**src/rtl/forwarding_hazard_unit_if.sv**
```systemverilog
// ID-stage to hazard-unit bundle: instruction tags in, bypass selects and stall out.
// SELW is derived here so producer and consumer always agree on the select width.
interface forwarding_hazard_unit_if #(
  parameter int unsigned AW      = 5,
  parameter int unsigned DEPTH   = 2,
  parameter int unsigned NUM_SRC = 2,
  parameter int unsigned CNT_W   = 16
);
  localparam int unsigned SELW = $clog2(DEPTH + 1);

  logic                      id_valid;
  logic [NUM_SRC*AW-1:0]     id_rs;
  logic [AW-1:0]             id_rd;
  logic                      id_we;
  logic                      id_load;
  logic                      flush;
  logic                      stall;
  logic [NUM_SRC*SELW-1:0]   fwd_sel;
  logic [CNT_W-1:0]          stall_cnt;

  modport master (
    output id_valid, id_rs, id_rd, id_we, id_load, flush,
    input  stall, fwd_sel, stall_cnt
  );

  modport slave (
    input  id_valid, id_rs, id_rd, id_we, id_load, flush,
    output stall, fwd_sel, stall_cnt
  );
endinterface

```
**src/rtl/forwarding_hazard_unit.sv**
```systemverilog
// Forwarding/load-use hazard unit: tracks in-flight destination tags and registers
// per-operand bypass selects for the instruction entering EX.
module forwarding_hazard_unit #(
  parameter int unsigned AW       = 5,
  parameter int unsigned DEPTH    = 2,
  parameter int unsigned NUM_SRC  = 2,
  parameter int unsigned ZERO_REG = 1,
  parameter int unsigned CNT_W    = 16
) (
  input  logic                     clk,
  input  logic                     rst,
  forwarding_hazard_unit_if.slave  bus
);
  localparam int unsigned SELW = $clog2(DEPTH + 1);
  localparam int unsigned SW   = NUM_SRC * SELW;

  logic [DEPTH-1:0]               tag_valid;
  logic [DEPTH-1:0]               tag_we;
  logic [DEPTH-1:0]               tag_load;
  logic [AW-1:0]                  tag_rd [DEPTH];

  logic [NUM_SRC-1:0][DEPTH-1:0]  match_c;
  logic [SW-1:0]                  sel_c;
  logic [SW-1:0]                  idle_sel_c;
  logic                           load_hit_c;
  logic                           hazard_c;
  logic                           stall_c;
  logic                           advance_c;

  logic [SW-1:0]                  fwd_sel_q;
  logic [CNT_W-1:0]               stall_cnt_q;

  // Producer match per operand/source; register 0 is hardwired and never bypassed
  always_comb begin
    match_c = '0;
    for (int i = 0; i < int'(NUM_SRC); i++) begin
      for (int k = 0; k < int'(DEPTH); k++) begin
        match_c[i][k] = tag_valid[k] & tag_we[k]
                      & (tag_rd[k] == bus.id_rs[i*AW +: AW])
                      & ~((ZERO_REG != 0) & (tag_rd[k] == '0));
      end
    end
  end

  // Youngest matching producer wins: scan oldest first so younger overrides
  always_comb begin
    sel_c      = '0;
    idle_sel_c = '0;
    for (int i = 0; i < int'(NUM_SRC); i++) begin
      idle_sel_c[i*SELW +: SELW] = SELW'(DEPTH);
      sel_c[i*SELW +: SELW]      = SELW'(DEPTH);
      for (int k = int'(DEPTH) - 1; k >= 0; k--) begin
        if (match_c[i][k]) begin
          sel_c[i*SELW +: SELW] = SELW'(k);
        end
      end
    end
  end

  // Load in EX feeding any operand of the ID instruction cannot be bypassed yet
  always_comb begin
    load_hit_c = 1'b0;
    for (int i = 0; i < int'(NUM_SRC); i++) begin
      load_hit_c = load_hit_c | match_c[i][0];
    end
    hazard_c  = bus.id_valid & tag_valid[0] & tag_load[0] & load_hit_c;
    stall_c   = hazard_c & ~bus.flush;
    advance_c = bus.id_valid & ~bus.flush & ~stall_c;
  end

  // Tag pipeline shifts every cycle; only entry 0 depends on whether ID advanced
  always_ff @(posedge clk) begin
    if (rst) begin
      tag_valid   <= '0;
      tag_we      <= '0;
      tag_load    <= '0;
      for (int k = 0; k < int'(DEPTH); k++) begin
        tag_rd[k] <= '0;
      end
      fwd_sel_q   <= idle_sel_c;
      stall_cnt_q <= '0;
    end else begin
      for (int k = 1; k < int'(DEPTH); k++) begin
        tag_valid[k] <= tag_valid[k-1];
        tag_we[k]    <= tag_we[k-1];
        tag_load[k]  <= tag_load[k-1];
        tag_rd[k]    <= tag_rd[k-1];
      end
      if (advance_c) begin
        tag_valid[0] <= 1'b1;
        tag_we[0]    <= bus.id_we;
        tag_load[0]  <= bus.id_load;
        tag_rd[0]    <= bus.id_rd;
        fwd_sel_q    <= sel_c;
      end else begin
        tag_valid[0] <= 1'b0;
        tag_we[0]    <= 1'b0;
        tag_load[0]  <= 1'b0;
        tag_rd[0]    <= '0;
        fwd_sel_q    <= idle_sel_c;
      end
      if (stall_c && (stall_cnt_q != '1)) begin
        stall_cnt_q <= stall_cnt_q + CNT_W'(1);
      end
    end
  end

  assign bus.stall     = stall_c;
  assign bus.fwd_sel   = fwd_sel_q;
  assign bus.stall_cnt = stall_cnt_q;
endmodule

```
**src/flat_wrapper.sv**
```systemverilog
// flat-port wrapper written by rule: the top's interface ports become plain ports
module forwarding_hazard_unit_flat 
#(
  parameter int unsigned AW       = 5,
  parameter int unsigned DEPTH    = 2,
  parameter int unsigned NUM_SRC  = 2,
  parameter int unsigned ZERO_REG = 1,
  parameter int unsigned CNT_W    = 16
)
  (clk, rst, bus_id_valid, bus_id_rs, bus_id_rd, bus_id_we, bus_id_load, bus_flush, bus_stall, bus_fwd_sel, bus_stall_cnt);
  forwarding_hazard_unit_if #(.AW(AW), .DEPTH(DEPTH), .NUM_SRC(NUM_SRC), .CNT_W(CNT_W)) bus_i ();
  input  logic clk;
  input  logic rst;
  input wire logic [$bits(bus_i.id_valid)-1:0] bus_id_valid;
  input wire logic [$bits(bus_i.id_rs)-1:0] bus_id_rs;
  input wire logic [$bits(bus_i.id_rd)-1:0] bus_id_rd;
  input wire logic [$bits(bus_i.id_we)-1:0] bus_id_we;
  input wire logic [$bits(bus_i.id_load)-1:0] bus_id_load;
  input wire logic [$bits(bus_i.flush)-1:0] bus_flush;
  output wire logic [$bits(bus_i.stall)-1:0] bus_stall;
  output wire logic [$bits(bus_i.fwd_sel)-1:0] bus_fwd_sel;
  output wire logic [$bits(bus_i.stall_cnt)-1:0] bus_stall_cnt;
  assign bus_i.id_valid = bus_id_valid;
  assign bus_i.id_rs = bus_id_rs;
  assign bus_i.id_rd = bus_id_rd;
  assign bus_i.id_we = bus_id_we;
  assign bus_i.id_load = bus_id_load;
  assign bus_i.flush = bus_flush;
  assign bus_stall = bus_i.stall;
  assign bus_fwd_sel = bus_i.fwd_sel;
  assign bus_stall_cnt = bus_i.stall_cnt;
  forwarding_hazard_unit #(.AW(AW), .DEPTH(DEPTH), .NUM_SRC(NUM_SRC), .ZERO_REG(ZERO_REG), .CNT_W(CNT_W)) u_core (.clk(clk), .rst(rst), .bus(bus_i));
endmodule
```
**config.mk**
```make
export PLATFORM = sky130hd
export DESIGN_NAME = forwarding_hazard_unit_flat
export DESIGN_NICKNAME = d
export VERILOG_FILES = /design/src/rtl/forwarding_hazard_unit_if.sv /design/src/rtl/forwarding_hazard_unit.sv /design/src/flat_wrapper.sv
export SDC_FILE = /design/constraint.sdc
export NUM_CORES = 1
export LEC_CHECK = 0
export ABC_AREA = 1
export CORE_ASPECT_RATIO = 0.8
export CORE_MARGIN = 10
export CORE_UTILIZATION = 45
export DETAILED_ROUTE_END_ITERATION = 16
export HOLD_SLACK_MARGIN = 0.06
export PLACE_DENSITY = 0.72
export SETUP_SLACK_MARGIN = 0.2
export SYNTH_ARGS = -nofsm -noshare
export SYNTH_HDL_FRONTEND = slang
export SYNTH_SLANG_ARGS = --single-unit
```
**constraint.sdc**
```tcl
create_clock -name clk -period 4.1 [get_ports clk]
set_clock_uncertainty 0.05 [all_clocks]
set_input_delay 0.41 -clock clk [delete_from_list [all_inputs] [get_ports clk]]
set_output_delay 0.41 -clock clk [all_outputs]
set_load 0.01 [all_outputs]
```
Yosys cells after proc, flatten, opt, wreduce, memory -nomap -nowiden --
Memories as Yosys holds them, arrays and structs flattened. Cells that the tools add are included.
Storage, ports and cells: register bits 25, bits in writable memories 10, bits of input ports 21, output and inout port bits 21, word-level logic and storage cells 62, memories kept 1
Cells by class: $add $sub $neg 1, equality and inequality tests 5, muxes and demuxes 16, bitwise gates (word level) 25, reductions and logical operators 6
Memories:
- u_core.tag_rd | words 2, width 5, rd ports 2, clocked after Yosys merged registers in 0, write ports 2, RTL line forwarding_hazard_unit.sv:20 | logic [AW-1:0] tag_rd [DEPTH];
Operators by type and width (number):
- $eq 5x5->1 | 4
- $add 16x1->16 const B | 1
- $and 1x1->1 | 16
- $ne 16x16->1 const B | 1
- $mux 5 | 3
- $logic_not 5->1 | 2
- $mux 1 | 9
- $mux 2 | 4
- $reduce_or 3->1 | 2
- $not 1->1 | 5
- $or 1x1->1 | 4
- $reduce_or 2->1 | 1
- $logic_and 1x1->1 | 1

Depth between registers and ports, before layout --
An unclocked memory read counts as a cell.
word-level depth 14, gate-level depth with buffers 12

Worst setup path before layout --
No wires, ideal clock.
path kind flip-flop to flip-flop, start register u_core.stall_cnt_q[1], in the netlist u_core.bus.stall_cnt[1], end register u_core.stall_cnt_q[1], in the netlist u_core.bus.stall_cnt[1], arrival time 1.390 ns, data required time 3.920 ns, path slack 2.530 ns, cell stages (with the launch flop) 10, period minus slack after synthesis 1.570 ns, cells stage by stage dfxtp_1 -> ha_1 -> nand2_1 -> inv_1 -> nand2_2 -> nor2_2 -> nand4_4 -> nand3_2 -> nand2_1 -> nor3b_2
Between the ends: cells in the longest elaborated chain, start to end 2, elaborated cells between the ends (all ways) 3
Ends and longest elaborated chain:
- start: declaration | RTL line forwarding_hazard_unit.sv:31 | logic [CNT_W-1:0] stall_cnt_q;
- start signal: assignment | RTL line forwarding_hazard_unit.sv:103 | stall_cnt_q <= stall_cnt_q + CNT_W'(1);
- branches (longest 2 deep; another with $add 16x1->16)
Several ways; the timed one is not identified. A chain may end at the register's enable or synchronous reset.

Final worst setup path --
start input port bus_id_rs[8], end output port bus_stall
Between the ends: cells in the longest elaborated chain, start to end 6
Ends and longest elaborated chain:
- start: declaration | RTL line flat_wrapper.sv:15 | input wire logic [$bits(bus_i.id_rs)-1:0] bus_id_rs;
- $eq 5x5->1 | RTL line forwarding_hazard_unit.sv:39 | & (tag_rd[k] == bus.id_rs[i*AW +: AW])
- $and 1x1->1 | RTL line forwarding_hazard_unit.sv:39
- $and 1x1->1 | RTL line forwarding_hazard_unit.sv:40 | & ~((ZERO_REG != 0) & (tag_rd[k] == '0));
- $or 1x1->1 | RTL line forwarding_hazard_unit.sv:64 | load_hit_c = load_hit_c | match_c[i][0];
- $and 1x1->1 | RTL line forwarding_hazard_unit.sv:66 | hazard_c = bus.id_valid & tag_valid[0] & tag_load[0] & load_hit_c;
- $and 1x1->1 | RTL line forwarding_hazard_unit.sv:67 | stall_c = hazard_c & ~bus.flush;
- end: declaration | RTL line flat_wrapper.sv:20 | output wire logic [$bits(bus_i.stall)-1:0] bus_stall;
Every way passes these cells.

==> impl_metrics.env <==
export IMPL_finalNetCount=377
export IMPL_gp_congestion=0.962
export IMPL_ctsResizeCount=0
export IMPL_ys_ff_latch=35
export IMPL_path_cells="clkdlybuf4s50_1, inv_1, nand2_1, nand2_1, a21oi_1, nand3_1, a21boi_2, clkdlybuf4s50_1"
export IMPL_die_x_um=94.3
export IMPL_drive_gt1_frac=0.0758
export IMPL_dpl_hpwl_mm=3.94
export IMPL_grt_pass1_wl_mm=8.55
export IMPL_cts_sinks=35
export IMPL_leakagePower_nw=1.16
export IMPL_slew_headroom=0.544
export IMPL_grtUsageMet1=0.194
export IMPL_yosysSeqAreaShare=0.378
export IMPL_peakVddDrop_mv=0.295
export IMPL_numPortBuffers=41
export IMPL_die_y_um=79.5
export IMPL_gr_total_overflow=0
export IMPL_syn_cell_area_um2=1990
export IMPL_clk_latency_ns=0.29
export IMPL_setup_viol=0
export IMPL_tightestPinTransition_ns=0.682
export IMPL_power_density_nw_per_um2=286
export IMPL_post_dp_cell_area_um2=2470
export IMPL_tns_ns=0
export IMPL_h_tree_depth=2
export IMPL_end_kind="primary output"
export IMPL_grtUsageMet2=0.197
export IMPL_rsz0062_at_grt="false"
export IMPL_netlist_instances=306
export IMPL_hp_class="flip-flop to flip-flop"
export IMPL_cts_tree="built"
export IMPL_cts_setup_buffers=0
export IMPL_drc=0
export IMPL_clk_pin_slew_ns=0.08
export IMPL_syn_mean_instance_area_um2=6.50
export IMPL_crit_fanout=3
export IMPL_drt_iter0_markers=164
export IMPL_slowest_stage="clkdlybuf4s50_1"
export IMPL_fillers=394
export IMPL_crit_path_start_kind="primary input"
export IMPL_period_needed_ns=2.64
export IMPL_postCtsHoldBufs=0
export IMPL_wl_mm=4.95
export IMPL_synth_cell_types=32
export IMPL_io_pins=42
export IMPL_wl_per_cell_um=12.0
export IMPL_antenna_found_initial=0
export IMPL_drv_cap=0
export IMPL_hold_violations=0
export IMPL_final_area_um2=2580
export IMPL_via_per_inst=4.69
export IMPL_cts_root_buf="clkbuf_8"
export IMPL_status="complete, no violations"
export IMPL_dieArea_um2=7490
export IMPL_antenna_cells=0
export IMPL_maxSlewViolCount=0
export IMPL_dr_pass1_iters=4
export IMPL_crit_path_start="bus_id_rs[8]"
export IMPL_grt_pass1_vias=1850
export IMPL_place_ws_ns=1.45
export IMPL_busiest_layer="met2"
export IMPL_fmax_mhz=378
export IMPL_syn2layout_area_growth_pct=30.0
export IMPL_cts_path_max_buffers=2
export IMPL_period_share=0.645
export IMPL_crit_path_max_incr_delay_ns=0.58
export IMPL_start_util=0.470
export IMPL_grt_util_met3=0.0404
export IMPL_total_power_w=0.000739
export IMPL_cts_buffers=5
export IMPL_dr_total_vias=1939
export IMPL_setup_ws_ns=1.46
export IMPL_reg2reg_from="u_core.tag_rd[0][1]$_SDFFE_PP0P_"
export IMPL_drtAntennaViolNets=0
export IMPL_required_ns=3.64
export IMPL_grt_start_max_net_pins=19
export IMPL_grt_usage=0.139
export IMPL_hold_start="u_core.tag_we[0]$_SDFF_PP0_"
export IMPL_core_um2=4230
export IMPL_worstPathArrival_ns=2.18
export IMPL_path_class="primary input to primary output"
export IMPL_yosysWarnings=0
export IMPL_num_rows=21
[cells in the final DEF, fill, tap and decap left out, types with 2 or more instances in the layout]
cell,netlist,final
o22ai_1,4,4
o21ai_0,2,2
inv_2,5,5
nor2_2,4,4
a221oi_1,2,2
dfxtp_1,30,30
nand2_1,80,80
a21oi_1,2,2
edfxtp_1,5,5
conb_1,1,5
nand4_1,14,14
nand3_1,10,10
clkdlybuf4s50_1,0,41
nand2_2,2,2
clkbuf_8,0,5
xnor2_1,2,2
o21bai_1,8,8
inv_1,55,55
nor2_1,62,62
nor3_1,3,3
[synthesized netlist by cell type]
master | count | area share
clkbuf_1 | 2 | 0.0038
buf_6 | 1 | 0.0057
nor2_2 | 4 | 0.013
conb_1 | 1 | 0.0019
o21bai_1 | 8 | 0.030
o21ai_0 | 2 | 0.0050
buf_2 | 1 | 0.0025
a211oi_1 | 1 | 0.0038
a21boi_2 | 1 | 0.0057
nor2_1 | 62 | 0.12
a21oi_1 | 2 | 0.0050
nand3_2 | 1 | 0.0050
edfxtp_1 | 5 | 0.076
inv_1 | 55 | 0.10
xor2_1 | 1 | 0.0044
o22ai_1 | 4 | 0.013
nand4_2 | 1 | 0.0063
nand3_1 | 10 | 0.025
a21oi_2 | 1 | 0.0044
xnor2_1 | 2 | 0.0088
nor3b_2 | 1 | 0.0063
nor3_1 | 3 | 0.0075
nand2_2 | 2 | 0.0063
dfxtp_1 | 30 | 0.30
nand4_1 | 14 | 0.044
a221oi_1 | 2 | 0.0088
nor4_1 | 1 | 0.0031
nand4_4 | 1 | 0.011
inv_2 | 5 | 0.0094
nand2_1 | 80 | 0.15
ha_1 | 1 | 0.0063
nor3_2 | 1 | 0.0050
[report_power, final]
group	switching [W]	internal (W)	total, W
registers	0.00000452	0.000352	0.000356
clock network	0.000137	0.000184	0.000321
logic	0.0000315	0.0000305	0.0000619
[cells by family after synthesis]
group	after synthesis	synth area share
other cells	1	0.00189
buf+inv	64	0.125
flops	35	0.378
xor+xnor	3	0.0132
simple gates	181	0.400
compound gates	21	0.0755
fa+ha+maj	1	0.00629
[cell type report]
cell class / count / area [um^2] / area share
clock inverters: 3 / 47.5 / 0.0184
flip-flops and latches: 35 / 751 / 0.290
repair buffers: 42 / 418 / 0.162
multi-input cells: 211 / 1000 / 0.388
well taps: 57 / 71.3 / 0.0276
inverters: 60 / 225 / 0.0871
clock buffers: 5 / 68.8 / 0.0266
[state kept, by name, indices dropped and copies added, names as in the netlist]
signal / flops
u_core.bus.fwd_sel: 4
u_core.bus.stall_cnt: 16
u_core.tag_load: 1
u_core.tag_rd: 10
u_core.tag_valid: 2
u_core.tag_we: 2
[per-layer routing]
| metal | share of wire | wire length, um | vias to the layer above |
|---|---|---|---|
| met5 | 0 | 0 | - |
| met3 | 0.086 | 427 | 5 |
| met2 | 0.38 | 1900 | 59 |
| met4 | 0.010 | 51 | 0 |
| li1 | - | - | 1045 |
| met1 | 0.52 | 2560 | 830 |
[metrics by stage]
step | std cells | util | hold slack [ns]
CTS | 413 | 0.611 | 0.380
floorplan | 310 | - | 0.353
finish | 413 | 0.611 | 0.377
detailed placement | 405 | 0.584 | 0.370
global route | 413 | 0.611 | 0.419
global placement | 405 | 0.584 | 0.369
[worst paths after layout]
path                                      end  slack, ns  depth (start not counted)
max                                 bus_stall       1.46                          8
min               u_core.tag_we[1]$_SDFF_PP0_       0.38                          2
min reg2reg       u_core.tag_we[1]$_SDFF_PP0_       0.38                          2
max reg2reg  u_core.bus.fwd_sel[2]$_SDFF_PP0_       2.20                         11
[worst max-delay path, delay by kind of cell]
family | cells | cell delay [ns]
compound gates | 2 | 0.30
buf+inv | 3 | 1.19
simple gates | 3 | 0.29
Note: power is estimated with default switching activity, not from simulation.
